$ cat config.mk
export PLATFORM = sky130hd
export DESIGN_NAME = cr_reset_sequencer
export DESIGN_NICKNAME = d
export VERILOG_FILES = /design/src/rtl/cr_reset_seq_pkg.sv /design/src/rtl/cr_reset_seq_sync.sv /design/src/rtl/cr_reset_sequencer.sv
export SDC_FILE = /design/constraint.sdc
export NUM_CORES = 1
export LEC_CHECK = 0
export CORE_UTILIZATION = 40
export CTS_CLUSTER_DIAMETER = 120
export CTS_CLUSTER_SIZE = 12
export DETAILED_ROUTE_END_ITERATION = 10
export PLACE_DENSITY = 0.72
export SLEW_MARGIN = 20
export SYNTH_ARGS = -nofsm -noshare
export SYNTH_HDL_FRONTEND = slang
export SYNTH_SLANG_ARGS = --single-unit
$ cat constraint.sdc
create_clock -name clk -period 5.7 [get_ports clk]
set_clock_uncertainty 0.15 [all_clocks]
set_input_delay 1.71 -clock clk [delete_from_list [all_inputs] [get_ports clk]]
set_output_delay 1.71 -clock clk [all_outputs]
set_load 0.02 [all_outputs]
$ cat src/rtl/cr_reset_seq_pkg.sv
`default_nettype none
// ============================================================================
// Module   : cr_reset_seq_pkg
// Brief    : Shared types and helpers for the reset sequencer.
// Revision : 1.0 - initial release
// ============================================================================
package cr_reset_seq_pkg;

  // Sequencer states: domains held, stepping out of reset, running, draining.
  typedef enum logic [1:0] {
    ST_HOLD    = 2'd0,
    ST_RELEASE = 2'd1,
    ST_RUN     = 2'd2,
    ST_QUIESCE = 2'd3
  } seq_state_e;

  // Domain index width; a single domain still needs a 1-bit index.
  function automatic int calc_idx_w(input int n);
    return (n > 1) ? $clog2(n) : 1;
  endfunction

  localparam int DEF_NUM_DOM = 4;
  localparam int IDX_W       = calc_idx_w(DEF_NUM_DOM);

endpackage
`default_nettype wire

$ cat src/rtl/cr_reset_seq_sync.sv
`default_nettype none
// ============================================================================
// Module   : cr_reset_seq_sync
// Brief    : Two-flop synchronizer, async active-high reset to 0.
// Revision : 1.0 - initial release
// ============================================================================
module cr_reset_seq_sync (
  input  logic clk,
  input  logic rst,
  input  logic d,
  output logic q
);

  logic r_meta;
  logic r_sync;

  // Two-stage capture of the asynchronous level into the clk domain.
  always_ff @(posedge clk or posedge rst) begin
    if (rst) begin
      r_meta <= 1'b0;
      r_sync <= 1'b0;
    end else begin
      r_meta <= d;
      r_sync <= r_meta;
    end
  end

  assign q = r_sync;

endmodule
`default_nettype wire

$ cat src/rtl/cr_reset_sequencer.sv
`default_nettype none
// ============================================================================
// Module   : cr_reset_sequencer
// Brief    : Quiesce-then-assert / staggered-release reset sequencer for a
//            group of datapath sub-domains.
// Revision : 1.0 - initial release
// ============================================================================
module cr_reset_sequencer
  import cr_reset_seq_pkg::*;
#(
  parameter int NUM_DOM  = 4,
  parameter int DLY_W    = 8,
  parameter int MIN_HOLD = 16,
  parameter int QTMO     = 255
) (
  input  logic                     clk,
  input  logic                     rst,
  input  logic                     soft_rst_req,
  input  logic [NUM_DOM*DLY_W-1:0] cfg_dly,
  output logic                     quiesce_req,
  input  logic                     quiesce_ack,
  output logic [NUM_DOM-1:0]       rst_out,
  output logic                     seq_busy,
  output logic                     seq_done,
  output logic                     qtmo_err
);

  localparam int DOM_IDX_W = calc_idx_w(NUM_DOM);
  localparam int HOLD_W    = $clog2(MIN_HOLD + 1);
  localparam int TMO_W     = $clog2(QTMO + 1);

  localparam logic [HOLD_W-1:0]    C_HOLD_LOAD = HOLD_W'(MIN_HOLD);
  localparam logic [TMO_W-1:0]     C_TMO_LOAD  = TMO_W'(QTMO);
  localparam logic [NUM_DOM-1:0]   C_ALL_RST   = {NUM_DOM{1'b1}};

  logic                 w_req_s;

  seq_state_e           r_state,   w_state_nxt;
  logic [HOLD_W-1:0]    r_hold,    w_hold_nxt;
  logic [DOM_IDX_W-1:0] r_idx,     w_idx_nxt;
  logic [DLY_W-1:0]     r_dcnt,    w_dcnt_nxt;
  logic [TMO_W-1:0]     r_tcnt,    w_tcnt_nxt;
  logic [NUM_DOM-1:0]   r_rst_out, w_rst_out_nxt;
  logic                 r_qreq,    w_qreq_nxt;
  logic                 r_err,     w_err_nxt;
  logic                 r_busy;
  logic                 r_done;
  logic [DLY_W-1:0]     w_next_dly;

  cr_reset_seq_sync u_req_sync (
    .clk (clk),
    .rst (rst),
    .d   (soft_rst_req),
    .q   (w_req_s)
  );

  // Release gap of the domain following the current index.
  always_comb begin
    w_next_dly = '0;
    for (int i = 1; i < NUM_DOM; i++) begin
      if (int'(r_idx) + 1 == i) w_next_dly = cfg_dly[i*DLY_W +: DLY_W];
    end
  end

  // Next-state, counter and output decisions for the sequencer.
  always_comb begin
    w_state_nxt   = r_state;
    w_hold_nxt    = r_hold;
    w_idx_nxt     = r_idx;
    w_dcnt_nxt    = r_dcnt;
    w_tcnt_nxt    = r_tcnt;
    w_rst_out_nxt = r_rst_out;
    w_qreq_nxt    = r_qreq;
    w_err_nxt     = r_err;

    case (r_state)
      ST_HOLD: begin
        w_rst_out_nxt = C_ALL_RST;
        if (r_hold != '0) begin
          w_hold_nxt = r_hold - HOLD_W'(1);
        end else if (!w_req_s) begin
          w_state_nxt = ST_RELEASE;
          w_idx_nxt   = '0;
          w_dcnt_nxt  = cfg_dly[DLY_W-1:0];
        end
      end

      ST_RELEASE: begin
        // A renewed request aborts the release with no quiesce handshake.
        if (w_req_s) begin
          w_rst_out_nxt = C_ALL_RST;
          w_state_nxt   = ST_HOLD;
          w_hold_nxt    = C_HOLD_LOAD;
        end else if (r_dcnt == '0) begin
          w_rst_out_nxt[r_idx] = 1'b0;
          if (int'(r_idx) < NUM_DOM - 1) begin
            w_idx_nxt  = r_idx + DOM_IDX_W'(1);
            w_dcnt_nxt = w_next_dly;
          end else begin
            w_state_nxt = ST_RUN;
          end
        end else begin
          w_dcnt_nxt = r_dcnt - DLY_W'(1);
        end
      end

      ST_RUN: begin
        w_rst_out_nxt = '0;
        if (w_req_s) begin
          w_state_nxt = ST_QUIESCE;
          w_qreq_nxt  = 1'b1;
          w_tcnt_nxt  = C_TMO_LOAD;
        end
      end

      ST_QUIESCE: begin
        // Once entered, always finish asserting resets even if the request drops.
        if (quiesce_ack || (r_tcnt == '0)) begin
          w_rst_out_nxt = C_ALL_RST;
          w_qreq_nxt    = 1'b0;
          w_state_nxt   = ST_HOLD;
          w_hold_nxt    = C_HOLD_LOAD;
          if (!quiesce_ack) w_err_nxt = 1'b1;
        end else begin
          w_tcnt_nxt = r_tcnt - TMO_W'(1);
        end
      end

      default: begin
        w_rst_out_nxt = C_ALL_RST;
        w_qreq_nxt    = 1'b0;
        w_state_nxt   = ST_HOLD;
        w_hold_nxt    = C_HOLD_LOAD;
      end
    endcase
  end

  // State, counters and registered outputs.
  always_ff @(posedge clk or posedge rst) begin
    if (rst) begin
      r_state   <= ST_HOLD;
      r_hold    <= C_HOLD_LOAD;
      r_idx     <= '0;
      r_dcnt    <= '0;
      r_tcnt    <= '0;
      r_rst_out <= C_ALL_RST;
      r_qreq    <= 1'b0;
      r_err     <= 1'b0;
      r_busy    <= 1'b1;
      r_done    <= 1'b0;
    end else begin
      r_state   <= w_state_nxt;
      r_hold    <= w_hold_nxt;
      r_idx     <= w_idx_nxt;
      r_dcnt    <= w_dcnt_nxt;
      r_tcnt    <= w_tcnt_nxt;
      r_rst_out <= w_rst_out_nxt;
      r_qreq    <= w_qreq_nxt;
      r_err     <= w_err_nxt;
      r_busy    <= (w_state_nxt != ST_RUN);
      r_done    <= (w_state_nxt == ST_RUN);
    end
  end

  assign quiesce_req = r_qreq;
  assign rst_out     = r_rst_out;
  assign seq_busy    = r_busy;
  assign seq_done    = r_done;
  assign qtmo_err    = r_err;

endmodule
`default_nettype wire

* Word level (Yosys, flattened, before mapping) *
Index checks and enable logic that the tools add are counted.

word-level totals
  register bits = 35
  input port bits = 36
  output and inout bits = 8
  logic and storage cells = 98

cells by class
  add/sub/neg operators = 5
  magnitude comparators = 3
  equality and inequality tests = 20
  mux-type cells = 39
  bitwise logic cells = 3
  reduce and logical (&&, ||, !) cells = 16

operator list
  kind                                                                      count
  8-bit 2-to-1 mux                                                          10
  32-bit by 2-bit equality test with 1-bit output (second input constant)   1
  32-bit by 3-bit equality test with 1-bit output (second input constant)   1
  8-bit one-hot mux with 2 select lines                                     2
  2-bit 2-to-1 mux                                                          12
  2-bit inequality test (second input constant)                             9
  8-bit logical NOT                                                         2
  4-bit one-hot mux with 4 select lines                                     1
  8-bit by 1-bit subtractor with 8-bit output (second input constant)       2
  5-bit 2-to-1 mux                                                          3
  5-bit one-hot mux with 3 select lines                                     1
  4-bit 2-to-1 mux                                                          3
  3-bit AND reduction                                                       3
  2-bit one-hot mux with 4 select lines                                     1
  2-bit equality test (second input constant)                               3
  6-bit AND reduction                                                       1
  5-bit AND reduction                                                       1
  5-bit nonzero test                                                        1
  5-bit by 1-bit subtractor with 5-bit output (second input constant)       1
  4-bit AND                                                                 1
  2-bit by 1-bit inequality test with 1-bit output (second input constant)  2
  4-bit inverter                                                            1
  2-bit one-hot mux with 2 select lines                                     1
  4-bit AND reduction                                                       1
  19 further kinds                                                          22

* Longest topological paths before layout *
Gate-level depths: netlist of run 1.

  depth in word-level cells = 9
  gate-level depth with buffers = 8
  gate-level depth less buffers = 6

* Hierarchy *
Synthesis of run 1 repeated with hierarchy kept, for this count alone.

unflattened totals
  cells, all modules = 255
  area total of the unflattened synthesis = 2245.9 µm²

modules (own cells, without submodules)
  module              times used  cells an instance  area each (µm²)  seq. area each (µm²)
  cr_reset_sequencer  1           252                2192.1           833.3
  cr_reset_seq_sync   1           3                  53.8             50.0

* Worst setup path before layout of run 1 *
Ideal clock, no wire load.

  kind = input to register
  start point = input port quiesce_ack
  end point = register r_tcnt[1]
  library setup time = 135 ps
  data arrival time = 2721 ps
  data required time = 5415 ps
  setup slack = 2694 ps
  stages on the path = 5
  buffers on the path = 1
  cell sequence = and3b_1 -> clkbuf_1 -> a21boi_2 -> mux2i_1 -> a21oi_1

on the way
  word-level cells in the longest chain between the ends = 3

ends and longest elaborated chain
  what                             RTL line                   text
  start, declared                  cr_reset_sequencer.sv:21   input logic quiesce_ack,
  1-bit logical OR                 cr_reset_sequencer.sv:118  if (quiesce_ack || (r_tcnt == '0)) begin
  2-bit inequality test (no line)  --
  3-bit AND reduction (no line)    --
  end signal, assigned             cr_reset_sequencer.sv:156  r_tcnt <= w_tcnt_nxt;
  end, declared                    cr_reset_sequencer.sv:42   logic [TMO_W-1:0] r_tcnt, w_tcnt_nxt;

Every way passes these cells.
A chain may end at the register's enable or synchronous reset.

* Worst setup path in the final report of run 1 *
  start point = register r_rst_out[0] (netlist: rst_out[0])
  end point = output port rst_out[0]

RTL lines
  what                    RTL line                   text
  start, declared         cr_reset_sequencer.sv:43   logic [NUM_DOM-1:0] r_rst_out, w_rst_out_nxt;
  start signal, assigned  cr_reset_sequencer.sv:157  r_rst_out <= w_rst_out_nxt;
  end, declared           cr_reset_sequencer.sv:22   output logic [NUM_DOM-1:0] rst_out,

No word-level cell between the ends.

==> flow_summary.toml, run 1 <==
[status]
run_status = "finished clean"

[floorplan]
floorplan.initialDensity_pct = 42.4
floorplan.die_area_sq_um = 6250
fp.dieH_um = 79.1
fp.coreArea_sq_um = 5610
rows = 27
io_pins = 44
die-width_um = 79.1

[worst_setup_path]
cp.required_ns = 3.84
worst_path_largest_cell_delay_ns = 0.60
critical_path_arrival_ns = 1.43
crit_type = "flop to primary output"
crit_fanout = 3
worst_setup_path_start_kind = "flop"
crit_family = "buffers and inverters"
crit_chain = "clkdlybuf4s50_1"
timing.critical_path.slowest_stage_cell = "sky130_fd_sc_hd__clkdlybuf4s50_1"
worstSetupEndpointType = "primary output"
critical_path.n_buffers_inverters = 1

[synthesis]
synth_top_cell_area_share_pct = 30.5
yosysSeqAreaShare_pct = 37.2
ys.flop_type = "sky130_fd_sc_hd__dfrtp_1"
most_numerous_cell_in_the_yosys_netlist = "sky130_fd_sc_hd__dfrtp_1"
synth_cell_types = 60
netlist_top_cells_area = "sky130_fd_sc_hd__dfrtp_1 (31%), sky130_fd_sc_hd__dfstp_2 (6.6%), sky130_fd_sc_hd__ha_1 (5.8%)"
synth_common_cells = "sky130_fd_sc_hd__dfrtp_1 (29), sky130_fd_sc_hd__a21oi_1 (21), sky130_fd_sc_hd__nand2_1 (16)"
synth-edff-count = 0
post_synth_inst_count = 258
cell_area_synth_sq_um = 2380
synth_area_leader = "sky130_fd_sc_hd__dfrtp_1"
yosys_warnings = 0
synth.ff_latch_count = 35
asyncSetResetFlopFracSynth_pct = 100
syn-mean-instance-area_sq_um = 9.21
synth_nets = 305

[cells_and_area]
stdcell_count = 368
layout-drive-gt1-share_pct = 9.80
finalNetCount = 342
fillers = 547
areaGrowthSynthToFinish_pct = 23.9
antenna_cells_inserted = 0
design_area_sq_um = 2940

[grt]
via_count_of_the_first_global_routing_pass = 2076
globalRouteTotalUtil_pct = 20.3
grt-ovfl-total = 0
grt_pass1_wl_um = 9930
grt_start_max_net_pins = 36
antenna_found_initial = 0

[detailed_routing]
wl_per_cell_um = 16.0
finalWirelength_um = 5910
final_antenna_net_count = 0
routed_via_density = 5.82
drc = 0
drt_iter0_drc = 224
route.vias.total = 2141
drtPass1Iterations = 4

[place]
preCtsSetupSlack_ns = 2.18
dpl_cell_area_sq_um = 2830
place.detailed.hpwl_um = 4330
io_buffers = 43
dp_cell_count = 360
gp_routability_congestion = 0.872

[sta]
hold_viol_final = 0
max_slew_margin_pct = 45.6
timing.final.max_slew_violations = 0
setup_viol = 0
setup_tns_ns = 0
post-route-period-util_pct = 57.8
tightest_slew_ns = 0.809
rsz0062_at_grt = "no"
min_period_ns = 3.29
post-route-worst-setup-slack_ns = 2.41
fmax_mhz = 304

[cts]
insertion_delay_ns = 0.29
tritoncts = "yes"
ctsRootBufferMaster = "sky130_fd_sc_hd__clkbuf_8"
cts_sinks = 35
clk_transition_reported_paths_ns = 0.08
post_cts.resized_instances = 0
cts_setup_buffers = 0
cts_hold_repair.buffers = 0
cts_max_level = 2
cts_max_path_buffers = 2
cts_made_buffers = 5

[power_and_ir_drop]
vdd_drop_max_uv = 148
cellLeakagePower_nw = 1.11
powerDensity_nw_per_um2 = 393

[hold_path]
type_of_the_most_critical_hold_path = "flop to flop"

[run]
drv_cap = 0
## layer usage
layer | up-vias | share of wire [%] | GRT usage [%]
li1 | 1038 | - | -
met1 | 1029 | 49 | 29.5
met2 | 72 | 46 | 30.3
met3 | 2 | 4.8 | 4.94
met4 | 0 | 0.29 | 4.55
met5 | - | 0 | 0
## area by class of cell
cell class	count	area [sq um]	share of cell area [%]
inverters	14	52.6	1.78
flip-flops and latches	35	883	30.0
multi-input cells	195	1360	46.3
repair buffers	44	438	14.9
well taps	72	90.1	3.06
clock buffers	6	82.6	2.80
clock inverters	2	35.0	1.19
## layout by cell type, fill, tap and decap left out, types with 4 or more instances in the layout
| master | instances |
|---|---|
| sky130_fd_sc_hd__nand4_1 | 4 |
| sky130_fd_sc_hd__a31oi_1 | 5 |
| sky130_fd_sc_hd__inv_1 | 13 |
| sky130_fd_sc_hd__nand3_1 | 8 |
| sky130_fd_sc_hd__xor2_1 | 6 |
| sky130_fd_sc_hd__dfrtp_1 | 29 |
| sky130_fd_sc_hd__nor2_1 | 12 |
| sky130_fd_sc_hd__clkbuf_8 | 6 |
| sky130_fd_sc_hd__nand3b_1 | 7 |
| sky130_fd_sc_hd__nor3_1 | 8 |
| sky130_fd_sc_hd__a2bb2oi_1 | 6 |
| sky130_fd_sc_hd__a21oi_1 | 21 |
| sky130_fd_sc_hd__o21ai_0 | 15 |
| sky130_fd_sc_hd__ha_1 | 11 |
| sky130_fd_sc_hd__nand2b_1 | 4 |
| sky130_fd_sc_hd__mux2i_1 | 5 |
| sky130_fd_sc_hd__clkdlybuf4s50_1 | 43 |
| sky130_fd_sc_hd__o211ai_1 | 8 |
| sky130_fd_sc_hd__nand2_1 | 16 |
| sky130_fd_sc_hd__dfstp_2 | 6 |
| sky130_fd_sc_hd__o31ai_1 | 4 |
| sky130_fd_sc_hd__nor3b_1 | 4 |
## metrics by stage
step / hold slack (ns) / utilization [%] / power, mW
finish: 0.201 / 52.5 / 1.16
global route: 0.223 / 52.5 / 1.24
CTS: 0.202 / 52.5 / 1.15
detailed placement: 0.185 / 50.4 / 0.920
global placement: 0.181 / 50.4 / 0.905
floorplan: 0.181 / - / 0.784
## path summary, 6_finish.rpt
path | from | slack [ns] | depth (start not counted) | to
min reg2reg | u_req_sync.r_meta | 0.20 | 0 | u_req_sync.q
max in group asynchronous | rst | 3.38 | 3 | r_hold[4]
max | rst_out[0] | 2.41 | 1 | rst_out[0]
max reg2reg | r_hold[1] | 2.89 | 6 | r_dcnt[0]
min in group asynchronous | rst | 1.68 | 3 | r_dcnt[2]
min | u_req_sync.r_meta | 0.20 | 0 | u_req_sync.q
## state kept, by name (all words and copies together), names as in the netlist
register and flops:
u_req_sync.q 1, qtmo_err 1, r_dcnt 8, r_state 2, u_req_sync.r_meta 1, r_hold 5, rst_out 4, seq_busy 1
r_tcnt 8, r_idx 2, quiesce_req 1, seq_done 1
## power breakdown
part           switching, mW  internal, mW  total (mW)
logic                  0.277         0.224       0.501
clock network         0.0907         0.142       0.232
registers             0.0988         0.325       0.424
total                  0.467         0.690        1.16
## cell families after synthesis
group                      after synthesis  synth area share (%)
AOI/OAI and AO/OA                       86                  25.6
xor gates and xnor gates                 6                  2.21
adders and majority gates               11                  5.79
buffers and inverters                   28                  5.48
DFF                                     35                  37.2
muxes                                    7                  3.05
and+or+nand+nor                         85                  20.6
Note: power is estimated with default switching activity, not from simulation.
==> run 2: changes to the inputs <==
==> constraint.sdc (replaced) <==
create_clock -name clk -period 3.3 [get_ports clk]
set_clock_uncertainty 0.15 [all_clocks]
set_input_delay 0.99 -clock clk [delete_from_list [all_inputs] [get_ports clk]]
set_output_delay 0.99 -clock clk [all_outputs]
set_load 0.02 [all_outputs]
==> run 2 against run 1 <==
Sequential cell count did not move. Critical path type unchanged. Die area did not move. Clock-buffer cell count did not move. Highest routed layer unchanged. First-iteration DRC count fell by 35%. Non-clock buffer count rose by 2. Worst hold slack barely moved. Critical path depth did not move. Via count rose by 0.84%.
==> flow_summary.toml, run 2 (synthesized netlist as in run 1, its figures left out) <==
[place]
io_buffers = 43
place.detailed.hpwl_um = 4390
gp_routability_congestion = 0.883

[sta]
post-route-period-util_pct = 78.4
setup_viol = 0
max_slew_margin_pct = 47.3
hold_viol_final = 0
setup_tns_ns = 0
fmax_mhz = 386
tightest_slew_ns = 0.783
min_period_ns = 2.59
timing.final.max_slew_violations = 0
rsz0062_at_grt = "no"

[power_and_ir_drop]
overall_power_mw = 2.03
powerDensity_nw_per_um2 = 684
cellLeakagePower_nw = 1.12
vdd_drop_max_uv = 262

[floorplan]
floorplan.die_area_sq_um = 6250
fp.dieH_um = 79.1
die-width_um = 79.1
rows = 27
fp.coreArea_sq_um = 5610
io_pins = 44
floorplan.initialDensity_pct = 42.4

[cts]
insertion_delay_ns = 0.29
cts_setup_buffers = 0
clk_transition_reported_paths_ns = 0.08
post_cts.resized_instances = 0
cts_hold_repair.buffers = 0
tritoncts = "yes"
cts_sinks = 35
cts_max_level = 2
ctsRootBufferMaster = "sky130_fd_sc_hd__clkbuf_8"
cts_max_path_buffers = 2
cts_made_buffers = 5

[detailed_routing]
wl_per_cell_um = 16.1
drtPass1Iterations = 4
drt_iter0_drc = 145
finalWirelength_um = 5980
route.vias.total = 2159
routed_via_density = 5.84
drc = 0
final_antenna_net_count = 0

[grt]
grt_pass1_wl_um = 9940
grt_most_used_layer = "met2"
global_routing_usage_on_met2_pct = 31.5
groute.layer.met1.usage_pct = 28.6
global_route.usage.met3_pct = 3.56
via_count_of_the_first_global_routing_pass = 2040
globalRouteTotalUtil_pct = 20.4
grt_start_max_net_pins = 36
grt-ovfl-total = 0
antenna_found_initial = 0

[worst_setup_path]
crit_chain = "clkdlybuf4s50_1"
worstSetupEndpointType = "primary output"
critical_path_arrival_ns = 1.45
critical_path.n_buffers_inverters = 1
crit_type = "flop to primary output"
crit_start = "rst_out[3]"
timing.rr.start = "r_hold[0]"
cp.required_ns = 2.16
crit_fanout = 2
worst_setup_path_start_kind = "flop"
worst_path_largest_cell_delay_ns = 0.60
crit_family = "buffers and inverters"
timing.critical_path.slowest_stage_cell = "sky130_fd_sc_hd__clkdlybuf4s50_1"

[cells_and_area]
commonest_non_fill_non_tap_cell_in_the_layout = "sky130_fd_sc_hd__clkdlybuf4s50_1"
finalNetCount = 344
layout_top_registers = "r_dcnt: 8 flops, r_tcnt: 8 flops, r_hold: 5 flops"
layout-drive-gt1-share_pct = 10.4
final_core_util_pct = 52.8
layout.cells.most_common_list = "sky130_fd_sc_hd__clkdlybuf4s50_1 (43), sky130_fd_sc_hd__dfrtp_1 (29), sky130_fd_sc_hd__a21oi_1 (21)"
areaGrowthSynthToFinish_pct = 24.7
antenna_cells_inserted = 0

[hold_path]
type_of_the_most_critical_hold_path = "flop to flop"
min-delay-start = "u_req_sync.r_meta"

[status]
run_status = "finished clean"

[run]
drv_cap = 0
==> run 2: cell types whose count changed in the layout (fill, tap and decap cells not counted) <==
cell / before / now
sky130_fd_sc_hd__clkinv_2: 1 / 0
sky130_fd_sc_hd__inv_6: 0 / 1
sky130_fd_sc_hd__buf_4: 1 / 3
==> run 2: cell type report <==
| class | count | area [sq um] |
|---|---|---|
| Multi-Input combinational cell | 195 | 1360 |
| Clock inverter | 2 | 38.8 |
| Sequential cell | 35 | 883 |
| Timing Repair Buffer | 46 | 453 |
| Clock buffer | 6 | 82.6 |
| Tap cell | 72 | 90.1 |
| Inverter | 14 | 52.6 |
| Fill cell | 549 | 2650 |
==> run 2: stage by stage <==
stage / hold WS, ns / instance area [sq um] / cells / setup WS [ns]
after detailed placement: 0.185 / 2840 / 362 / 0.515
final: 0.201 / 2960 / 370 / 0.712
after CTS: 0.203 / 2960 / 370 / 0.701
after global routing: 0.210 / 2960 / 370 / 0.571
after floorplan: 0.181 / 2380 / 258 / 1.01
after global placement: 0.183 / 2840 / 362 / 0.538
==> run 2: routing by layer <==
| layer | up-vias | wire length (um) |
|---|---|---|
| met5 | - | 0 |
| met4 | 0 | 66 |
| met3 | 8 | 362 |
| met2 | 74 | 2830 |
| met1 | 1029 | 2710 |
| li1 | 1048 | - |
==> run 2: worst paths after layout <==
path	slack (ns)	end	depth (start not counted)
min in group asynchronous	0.95	r_tcnt[5]	3
max in group asynchronous	1.69	rst_out[1]	3
min	0.20	u_req_sync.q	0
max	0.71	rst_out[3]	1
max reg2reg	0.72	r_dcnt[0]	6
min reg2reg	0.20	u_req_sync.q	0
==> run 2: power breakdown <==
group          total (mW)  internal (mW)  switching (mW)
logic               0.900          0.397           0.504
registers           0.712          0.561           0.151
clock network       0.415          0.249           0.166
total                2.03           1.21           0.821
